$ cat src/rtl/omsp_spm_cmd_seq_if.sv
// omsp_spm_cmd_seq_if
// Signal bundle around the SPM command sequencer. It carries the command
// handshake from the execution-unit decoder, the update interface to
// omsp_spm_control, the key-word stream and the response handshake.
// slave  : sequencer side
// master : environment side (decoder, key source, omsp_spm_control)
interface omsp_spm_cmd_seq_if;
   logic        cmd_valid;
   logic        cmd_ready;
   logic        cmd_enable;
   logic [15:0] cmd_r12;
   logic [15:0] cmd_r13;
   logic [15:0] cmd_r14;
   logic [15:0] cmd_r15;
   logic [15:0] spm_r12;
   logic [15:0] spm_r13;
   logic [15:0] spm_r14;
   logic [15:0] spm_r15;
   logic        update_spm;
   logic        enable_spm;
   logic        violation;
   logic        key_req;
   logic        key_valid;
   logic [15:0] key_data;
   logic        write_key;
   logic [15:0] key_in;
   logic [2:0]  key_idx;
   logic        spm_busy;
   logic        rsp_valid;
   logic        rsp_ready;
   logic [1:0]  rsp_err;

   modport slave (
      input  cmd_valid, cmd_enable, cmd_r12, cmd_r13, cmd_r14, cmd_r15,
      input  violation, key_valid, key_data, rsp_ready,
      output cmd_ready, spm_r12, spm_r13, spm_r14, spm_r15,
      output update_spm, enable_spm, key_req, write_key, key_in, key_idx,
      output spm_busy, rsp_valid, rsp_err
   );

   modport master (
      output cmd_valid, cmd_enable, cmd_r12, cmd_r13, cmd_r14, cmd_r15,
      output violation, key_valid, key_data, rsp_ready,
      input  cmd_ready, spm_r12, spm_r13, spm_r14, spm_r15,
      input  update_spm, enable_spm, key_req, write_key, key_in, key_idx,
      input  spm_busy, rsp_valid, rsp_err
   );
endinterface

$ cat src/rtl/omsp_spm_cmd_seq.sv
// omsp_spm_cmd_seq
// Serialises SPM protect/unprotect commands into omsp_spm_control: latches
// the layout operands, pulses update_spm, checks violation and, on a clean
// protect, streams the 128-bit module key as eight 16-bit write_key words.
//
// Build option SPM_KEY_LOAD_EN: when defined, the KEY state and the
// inter-word timeout are present. When undefined, a violation-free command
// completes straight from CHECK with rsp_err=00 and the key outputs are 0.
//
// state  | meaning
// IDLE   | cmd_ready high, waiting for a command
// UPDATE | one-cycle update_spm pulse, operands presented
// CHECK  | sample violation from omsp_spm_control
// KEY    | key_req high, forward key words, watch idle timeout
// DONE   | rsp_valid high until rsp_ready
module omsp_spm_cmd_seq #(
   parameter int unsigned KEY_TIMEOUT = 255
) (
   input logic               mclk,
   input logic               puc_rst_n,
   omsp_spm_cmd_seq_if.slave bus
);

   if ((KEY_TIMEOUT < 1) || (KEY_TIMEOUT > 65535)) begin : g_bad_timeout
      $error("KEY_TIMEOUT must be in 1..65535");
   end

`ifdef SPM_KEY_LOAD_EN
   typedef enum logic [2:0] {
      IDLE = 3'd0, UPDATE = 3'd1, CHECK = 3'd2, KEY = 3'd3, DONE = 3'd4
   } state_t;
   // Idle count at which the next idle cycle would exceed the budget.
   localparam logic [15:0] TO_LAST = 16'(KEY_TIMEOUT - 1);
`else
   typedef enum logic [2:0] {
      IDLE = 3'd0, UPDATE = 3'd1, CHECK = 3'd2, DONE = 3'd4
   } state_t;
`endif

   state_t      state;
   logic        cmd_ready_q;
   logic        update_spm_q;
   logic        enable_spm_q;
   logic        spm_busy_q;
   logic        rsp_valid_q;
   logic [1:0]  rsp_err_q;
   logic [15:0] spm_r12_q;
   logic [15:0] spm_r13_q;
   logic [15:0] spm_r14_q;
   logic [15:0] spm_r15_q;
`ifdef SPM_KEY_LOAD_EN
   logic        key_req_q;
   logic [2:0]  key_idx_q;
   logic [15:0] to_cnt_q;
`endif

   // Command sequencer: state transitions and all registered outputs.
   always_ff @(posedge mclk or negedge puc_rst_n) begin
      if (!puc_rst_n) begin
         state        <= IDLE;
         cmd_ready_q  <= 1'b0;
         update_spm_q <= 1'b0;
         enable_spm_q <= 1'b0;
         spm_busy_q   <= 1'b0;
         rsp_valid_q  <= 1'b0;
         rsp_err_q    <= 2'b00;
         spm_r12_q    <= '0;
         spm_r13_q    <= '0;
         spm_r14_q    <= '0;
         spm_r15_q    <= '0;
`ifdef SPM_KEY_LOAD_EN
         key_req_q    <= 1'b0;
         key_idx_q    <= '0;
         to_cnt_q     <= '0;
`endif
      end else begin
         case (state)
            IDLE: begin
               // cmd_ready is held low through reset and rises on the
               // first clock afterwards, so all outputs start at 0.
               cmd_ready_q <= 1'b1;
               if (bus.cmd_valid && cmd_ready_q) begin
                  cmd_ready_q  <= 1'b0;
                  enable_spm_q <= bus.cmd_enable;
                  spm_r12_q    <= bus.cmd_r12;
                  spm_r13_q    <= bus.cmd_r13;
                  spm_r14_q    <= bus.cmd_r14;
                  spm_r15_q    <= bus.cmd_r15;
                  update_spm_q <= 1'b1;
                  spm_busy_q   <= 1'b1;
                  state        <= UPDATE;
               end
            end
            UPDATE: begin
               update_spm_q <= 1'b0;
               state        <= CHECK;
            end
            CHECK: begin
               if (bus.violation) begin
                  rsp_err_q   <= 2'b01;
                  spm_busy_q  <= 1'b0;
                  rsp_valid_q <= 1'b1;
                  state       <= DONE;
               end
`ifdef SPM_KEY_LOAD_EN
               else if (enable_spm_q) begin
                  key_req_q <= 1'b1;
                  key_idx_q <= '0;
                  to_cnt_q  <= '0;
                  state     <= KEY;
               end
`endif
               else begin
                  rsp_err_q   <= 2'b00;
                  spm_busy_q  <= 1'b0;
                  rsp_valid_q <= 1'b1;
                  state       <= DONE;
               end
            end
`ifdef SPM_KEY_LOAD_EN
            KEY: begin
               // A word arriving on the would-be timeout cycle still wins.
               if (bus.key_valid) begin
                  key_idx_q <= key_idx_q + 3'd1;
                  to_cnt_q  <= '0;
                  if (key_idx_q == 3'd7) begin
                     rsp_err_q   <= 2'b00;
                     key_req_q   <= 1'b0;
                     spm_busy_q  <= 1'b0;
                     rsp_valid_q <= 1'b1;
                     state       <= DONE;
                  end
               end else if (to_cnt_q == TO_LAST) begin
                  rsp_err_q   <= 2'b10;
                  key_req_q   <= 1'b0;
                  spm_busy_q  <= 1'b0;
                  rsp_valid_q <= 1'b1;
                  state       <= DONE;
               end else begin
                  to_cnt_q <= to_cnt_q + 16'd1;
               end
            end
`endif
            DONE: begin
               if (bus.rsp_ready) begin
                  rsp_valid_q <= 1'b0;
                  cmd_ready_q <= 1'b1;
                  state       <= IDLE;
               end
            end
            default: state <= IDLE;
         endcase
      end
   end

   assign bus.cmd_ready  = cmd_ready_q;
   assign bus.update_spm = update_spm_q;
   assign bus.enable_spm = enable_spm_q;
   assign bus.spm_busy   = spm_busy_q;
   assign bus.rsp_valid  = rsp_valid_q;
   assign bus.rsp_err    = rsp_err_q;
   assign bus.spm_r12    = spm_r12_q;
   assign bus.spm_r13    = spm_r13_q;
   assign bus.spm_r14    = spm_r14_q;
   assign bus.spm_r15    = spm_r15_q;

`ifdef SPM_KEY_LOAD_EN
   // Key words pass straight through; there is no buffering.
   assign bus.key_req   = key_req_q;
   assign bus.write_key = key_req_q & bus.key_valid;
   assign bus.key_in    = key_req_q ? bus.key_data : 16'h0000;
   assign bus.key_idx   = key_idx_q;
`else
   assign bus.key_req   = 1'b0;
   assign bus.write_key = 1'b0;
   assign bus.key_in    = 16'h0000;
   assign bus.key_idx   = 3'd0;
`endif

endmodule
$ cat src/flat_wrapper.sv
// flat-port wrapper written by rule: the top's interface ports become plain ports
module omsp_spm_cmd_seq_flat 
#(
   parameter int unsigned KEY_TIMEOUT = 255
)
  (mclk, puc_rst_n, bus_cmd_valid, bus_cmd_enable, bus_cmd_r12, bus_cmd_r13, bus_cmd_r14, bus_cmd_r15, bus_violation, bus_key_valid, bus_key_data, bus_rsp_ready, bus_cmd_ready, bus_spm_r12, bus_spm_r13, bus_spm_r14, bus_spm_r15, bus_update_spm, bus_enable_spm, bus_key_req, bus_write_key, bus_key_in, bus_key_idx, bus_spm_busy, bus_rsp_valid, bus_rsp_err);
  omsp_spm_cmd_seq_if bus_i ();
  input logic mclk;
  input logic puc_rst_n;
  input wire logic [$bits(bus_i.cmd_valid)-1:0] bus_cmd_valid;
  input wire logic [$bits(bus_i.cmd_enable)-1:0] bus_cmd_enable;
  input wire logic [$bits(bus_i.cmd_r12)-1:0] bus_cmd_r12;
  input wire logic [$bits(bus_i.cmd_r13)-1:0] bus_cmd_r13;
  input wire logic [$bits(bus_i.cmd_r14)-1:0] bus_cmd_r14;
  input wire logic [$bits(bus_i.cmd_r15)-1:0] bus_cmd_r15;
  input wire logic [$bits(bus_i.violation)-1:0] bus_violation;
  input wire logic [$bits(bus_i.key_valid)-1:0] bus_key_valid;
  input wire logic [$bits(bus_i.key_data)-1:0] bus_key_data;
  input wire logic [$bits(bus_i.rsp_ready)-1:0] bus_rsp_ready;
  output wire logic [$bits(bus_i.cmd_ready)-1:0] bus_cmd_ready;
  output wire logic [$bits(bus_i.spm_r12)-1:0] bus_spm_r12;
  output wire logic [$bits(bus_i.spm_r13)-1:0] bus_spm_r13;
  output wire logic [$bits(bus_i.spm_r14)-1:0] bus_spm_r14;
  output wire logic [$bits(bus_i.spm_r15)-1:0] bus_spm_r15;
  output wire logic [$bits(bus_i.update_spm)-1:0] bus_update_spm;
  output wire logic [$bits(bus_i.enable_spm)-1:0] bus_enable_spm;
  output wire logic [$bits(bus_i.key_req)-1:0] bus_key_req;
  output wire logic [$bits(bus_i.write_key)-1:0] bus_write_key;
  output wire logic [$bits(bus_i.key_in)-1:0] bus_key_in;
  output wire logic [$bits(bus_i.key_idx)-1:0] bus_key_idx;
  output wire logic [$bits(bus_i.spm_busy)-1:0] bus_spm_busy;
  output wire logic [$bits(bus_i.rsp_valid)-1:0] bus_rsp_valid;
  output wire logic [$bits(bus_i.rsp_err)-1:0] bus_rsp_err;
  assign bus_i.cmd_valid = bus_cmd_valid;
  assign bus_i.cmd_enable = bus_cmd_enable;
  assign bus_i.cmd_r12 = bus_cmd_r12;
  assign bus_i.cmd_r13 = bus_cmd_r13;
  assign bus_i.cmd_r14 = bus_cmd_r14;
  assign bus_i.cmd_r15 = bus_cmd_r15;
  assign bus_i.violation = bus_violation;
  assign bus_i.key_valid = bus_key_valid;
  assign bus_i.key_data = bus_key_data;
  assign bus_i.rsp_ready = bus_rsp_ready;
  assign bus_cmd_ready = bus_i.cmd_ready;
  assign bus_spm_r12 = bus_i.spm_r12;
  assign bus_spm_r13 = bus_i.spm_r13;
  assign bus_spm_r14 = bus_i.spm_r14;
  assign bus_spm_r15 = bus_i.spm_r15;
  assign bus_update_spm = bus_i.update_spm;
  assign bus_enable_spm = bus_i.enable_spm;
  assign bus_key_req = bus_i.key_req;
  assign bus_write_key = bus_i.write_key;
  assign bus_key_in = bus_i.key_in;
  assign bus_key_idx = bus_i.key_idx;
  assign bus_spm_busy = bus_i.spm_busy;
  assign bus_rsp_valid = bus_i.rsp_valid;
  assign bus_rsp_err = bus_i.rsp_err;
  omsp_spm_cmd_seq #(.KEY_TIMEOUT(KEY_TIMEOUT)) u_core (.mclk(mclk), .puc_rst_n(puc_rst_n), .bus(bus_i));
endmodule
$ cat config.mk
export PLATFORM = sky130hd
export DESIGN_NAME = omsp_spm_cmd_seq_flat
export DESIGN_NICKNAME = d
export VERILOG_FILES = /design/src/rtl/omsp_spm_cmd_seq_if.sv /design/src/rtl/omsp_spm_cmd_seq.sv /design/src/flat_wrapper.sv
export SDC_FILE = /design/constraint.sdc
export NUM_CORES = 1
export LEC_CHECK = 0
export ABC_CLOCK_PERIOD_IN_PS = 1600
export BUFFER_PORTS_ARGS = -buffer_cell sky130_fd_sc_hd__buf_2
export CAP_MARGIN = 20
export CORE_AREA = 10 10 97 99
export CTS_BUF_LIST = sky130_fd_sc_hd__clkbuf_8
export DETAILED_ROUTE_END_ITERATION = 10
export DIE_AREA = 0 0 107 109
export PLACE_DENSITY_LB_ADDON = 0.25
export SLEW_MARGIN = 30
export SYNTH_ARGS = -nofsm -noshare
export SYNTH_HDL_FRONTEND = slang
export SYNTH_SLANG_ARGS = --single-unit
$ cat constraint.sdc
create_clock -name mclk -period 1.6 [get_ports mclk]
set_input_delay 0.08 -clock mclk [delete_from_list [all_inputs] [get_ports mclk]]
set_output_delay 0.08 -clock mclk [all_outputs]
set_load 0.005 [all_outputs]
Word-level counts from Yosys, hierarchy flattened
Cells that the tools add are included.
{"block": "word_totals", "reg_bits": 74, "latch_bits": 0, "ramBits": 0, "mem_bits_ro": 0, "in_bits": 87, "out_inout_bits": 92, "word_cells": 40, "memories": 0}
{"block": "op_classes", "addsub": 0, "mul": 0, "n_div": 0, "n_lt_le_gt_ge": 0, "eq_ne": 5, "shifts": 0, "n_mux": 12, "bitwise": 0, "reduce_logical": 12}
{"operator": "3-bit one-hot mux with 4 select lines", "count": 1}
{"operator": "2-bit AND reduction", "count": 6}
{"operator": "1-bit one-hot mux with 2 select lines", "count": 4}
{"operator": "2-bit nonzero test", "count": 4}
{"operator": "3-bit two-way mux", "count": 2}
{"operator": "1-bit two-way mux", "count": 5}
{"operator": "3-bit by 1-bit equality test with 1-bit output (second input constant)", "count": 1}
{"operator": "3-bit by 2-bit equality test with 1-bit output (second input constant)", "count": 1}
{"operator": "3-bit equality test (second input constant)", "count": 1}
{"operator": "3-bit zero test", "count": 1}
{"operator": "2-bit by 1-bit inequality test with 1-bit output (second input constant)", "count": 1}
{"operator": "2-bit inequality test (second input constant)", "count": 1}
{"operator": "1-bit logical AND", "count": 1}

Logic depth before layout (Yosys ltp)
{"block": "depth", "ltp_word": 3, "mapped_depth": 6, "mapped_depth_nobuf": 3}

Least setup slack after synthesis
No wires, ideal clock.
{"block": "synth_path", "path_kind": "reg-to-reg", "start": "reg u_core.state[1]", "end": "reg u_core.spm_r15_q[3], in the netlist u_core.bus.spm_r15[3]", "t_arrival_ns": 1.423, "slack_ns": 0.052, "stages_incl_launch_ff": 7, "n_path_buf": 3, "synth_period_minus_slack_ns": 1.548, "cell_sequence": "dfrtp_1 -> nor2_1 -> and4b_1 -> buf_6 -> buf_6 -> buf_8 -> mux2_4"}
{"block": "synth_between", "elab_chain_len": 2}
{"element": "from (decl)", "line": "omsp_spm_cmd_seq.sv:40", "rtl": "state_t state;"}
{"element": "from (signal assigned)", "line": "omsp_spm_cmd_seq.sv:60", "rtl": "state <= IDLE;"}
{"element": "from (signal assigned)", "line": "omsp_spm_cmd_seq.sv:91", "rtl": "state <= UPDATE;"}
{"element": "from (signal assigned)", "line": "omsp_spm_cmd_seq.sv:96", "rtl": "state <= CHECK;"}
{"element": "3-bit zero test", "line": "omsp_spm_cmd_seq.sv:77", "rtl": "case (state)"}
{"element": "2-bit AND reduction (no line)"}
{"element": "to (signal assigned)", "line": "omsp_spm_cmd_seq.sv:88", "rtl": "spm_r15_q <= bus.cmd_r15;"}
{"element": "to (decl)", "line": "omsp_spm_cmd_seq.sv:50", "rtl": "logic [15:0] spm_r15_q;"}
No other way between the ends.
A chain may end at the register's enable or synchronous reset.

Final worst setup path
{"block": "layout_path", "start": "reg u_core.state[0]", "end": "reg u_core.spm_r14_q[15], in the netlist u_core.bus.spm_r14[15]"}
{"block": "layout_between", "elab_chain_len": 2}
{"element": "3-bit zero test", "line": "omsp_spm_cmd_seq.sv:77"}
{"element": "2-bit AND reduction (no line)"}
{"element": "to (signal assigned)", "line": "omsp_spm_cmd_seq.sv:87", "rtl": "spm_r14_q <= bus.cmd_r14;"}
{"element": "to (decl)", "line": "omsp_spm_cmd_seq.sv:49", "rtl": "logic [15:0] spm_r14_q;"}
No other way between the ends.

==> impl_results.md <==
- GRT Residual Overflow: 0
- Area of the core: 7530 sq um
- DR DRC count: 0
- Reg area: 1830 sq um
- Max_cap viols: 0
- Post-DP HPWL: 5360 um
- Unique masters post-synth: 17
- Top_reg_cell synth: dfrtp_1
- GRT Overall Usage: 0.127
- Mux cell area share after synthesis: 0.265
- Hold path depth: 3
- Cells taking the most area after synthesis: dfrtp_1 62%, mux2_2 23%, buf_4 5.6%, mux2_4 3.1%, buf_2 0.86%
- Root Buffer: clkbuf_8
- First-pass GRT wire length: 11800 um
- Share of Yosys cell area claimed by the top area cell type: 0.624
- Tcrit/Tclk final: 0.977
- # placed instances: 426
- Clock Latency Late Sink: 330 ps
- Via density: 4.29
- CP endpoint kind: flip-flop
- Adder-cell share of the synthesized area: 0
- Synth Instances: 187
- Initial core utilization: 0.389
- Initial antenna violation count: 0
- RSZ-0062 raised after global routing: true
- Final worst path period need: 1560 ps
- Die area: 11700 sq um
- Pwr dens: 1780 nW/um^2
- Slew Limit Fails: 0
- Worst Path Required: 1810 ps
- Synthesized area: 2930 sq um
- Clock net sink count: 73
- Status: completed
- Setup Crit Path Kind: reg2reg
- Filler cell count: 588
- Worst-path maximum fanout: 9
- Hold Vio Cnt, Final: 0
- Most frequent cell after synthesis: dfrtp_1
- Die width: 107 um
- Area grow syn2layout: 61.1%
- EDFF count, synth: 0
- CTS tree: yes
- Avg WL per Cell: 16.1 um
- Multi-input gate area: 946 sq um
- CP arrival: 1770 ps
- Total power: 8.39 mW
- Port bufs: 139
- Ys Warns: 0
- GPL Wtd Cong: 0.754
- # rows: 32
- Area leader, netlist: dfrtp_1
- DR iter-0 viols: 45
- Crit path max-delay cell type: dfrtp_1
- Die height: 109 um
- Clock Tree Buf Depth: 2
- Crit-path cells: nor2_2 > and4b_4 > buf_12 > clkbuf_16 > mux2_2
- Finished Layout Cells: 516
- Seq cells post-synth: 73
- Drt first pass iters: 4
- Largest family of logic cells by synthesized area: multiplexers
- Maximum vdd ir drop: 0.000762 V
- Clk slew on worst S/H paths: 70 ps
- Final #Nets: 497
- Top post-synthesis cells by count: 73 x dfrtp_1, 61 x mux2_2, 22 x buf_4
- Seq/Total Area, Yosys: 0.624
- Compound-gate portion of the synthesized area: 0.0137
- Vias: 2212
- Post-Synth XOR/XNOR Area: 0
- Final setup fails: 0
- Share of cells above drive strength 1: 0.575
- Boundary Pins: 179
- Routed WL: 8320 um
- Total CTS buffers: 9
- Largest net degree at the start of global routing: 40
- DRT antenna net count: 0
- Vias in the first global route: 2411
- Setup Skew: 9.60 ps
- N_diodes: 0
- Leak: 2.30 nW
- H-tree depth: 3
- Crit path largest cell delay: 390 ps
- Cells on worst reg2reg path: 5
- Ys async rst share: 1.00
- F_max: 0.640 GHz
- Avg Cell Area, Syn: 15.7 sq um
- HP Class: in2reg
- Synth Area in Simple Gates: 0.0137
- Startpoint types: flip-flop
[cell families after synthesis]
group	Yosys count
AO/OA/AOI/OAI	6
buffers and inverters	33
flip-flops	73
multiplexers	67
other	1
AND/OR/NAND/NOR	7
[routing by layer]
metal,global-route usage,part of all wire
met1,0.126,0.37
met4,0.0464,0.019
met3,0.0507,0.079
met5,0,0
met2,0.236,0.53
[path summary, 6_finish.rpt]
check                                                   start                                  to  slack, ps
min in group asynchronous                           puc_rst_n   u_core.bus.spm_r14[7]$_DFFE_PN0P_        260
max                               u_core.state[0]$_DFFE_PN0P_  u_core.bus.spm_r14[15]$_DFFE_PN0P_         40
min                                             bus_rsp_ready    u_core.bus.rsp_valid$_DFFE_PN0P_         40
max reg2reg                       u_core.state[0]$_DFFE_PN0P_  u_core.bus.spm_r14[15]$_DFFE_PN0P_         40
min reg2reg                u_core.bus.spm_r12[13]$_DFFE_PN0P_  u_core.bus.spm_r12[13]$_DFFE_PN0P_        500
max in group asynchronous                           puc_rst_n   u_core.bus.spm_r15[0]$_DFFE_PN0P_        770
[layout by cell type, fill, tap and decap left out]
master / count
buf_2: 138
dfrtp_1: 73
dlygate4sd3_1: 67
mux2_2: 61
conb_1: 22
clkbuf_8: 11
mux2_4: 6
buf_4: 6
inv_1: 4
clkbuf_16: 4
buf_12: 4
a21oi_1: 3
o21bai_1: 2
nor2_1: 2
clkinv_2: 2
buf_6: 2
nor2_2: 1
and4b_4: 1
nor3b_1: 1
nor3_1: 1
nand2b_1: 1
a21bo_2: 1
bufinv_16: 1
[flip-flops by register name, summed over array words and instances, names as in the netlist]
register / cells
u_core.bus.cmd_ready: 1
u_core.bus.enable_spm: 1
u_core.bus.rsp_err: 1
u_core.bus.rsp_valid: 1
u_core.bus.spm_busy: 1
u_core.bus.spm_r12: 16
u_core.bus.spm_r13: 16
u_core.bus.spm_r14: 16
u_core.bus.spm_r15: 16
u_core.bus.update_spm: 1
u_core.state: 3
[where the power goes]
part / switching [mW] / internal, mW / leakage [nW]
Sequential: 0.440 / 2.80 / 0.858
Combinational: 1.43 / 2.32 / 1.34
Clock: 0.620 / 0.787 / 0.106
[stage by stage]
step                      setup WS [ps]  utilization  cell area (sq um)  setup TNS, ps  hold slack (ps)
final                              37.1        0.626               4720              0             38.9
after global routing              -19.2        0.626               4720           -160             64.8
after CTS                          21.0        0.606               4560              0             23.9
after detailed placement           32.6        0.491               3690              0             76.4
after global placement             56.9        0.491               3690              0             72.8
after floorplan                    52.4            -               3010              0             -216
[critical path, delay by kind of cell (launching register included)]
kind,cells,cell delay [ps]
simple gates,2,380
flops,1,390
mux,1,340
buf+inv,2,320
[timing repair]
action	4_1_cts	5_1_grt
gates resized for setup	0	2
hold buffers	67	0
endpoints found under the setup margin	0	65
hold endpoints to repair	100	0
buffers inserted	0	2
[cell type report]
type                       instances  share of cell area
inverter                           3             0.00239
timing repair buffer             221               0.341
clock buffer                      11              0.0321
multi-input combinational        102               0.201
sequential                        73               0.387
tap                              102              0.0271
clock inverter                     4             0.00929
Power figures use the tool's default switching activity.
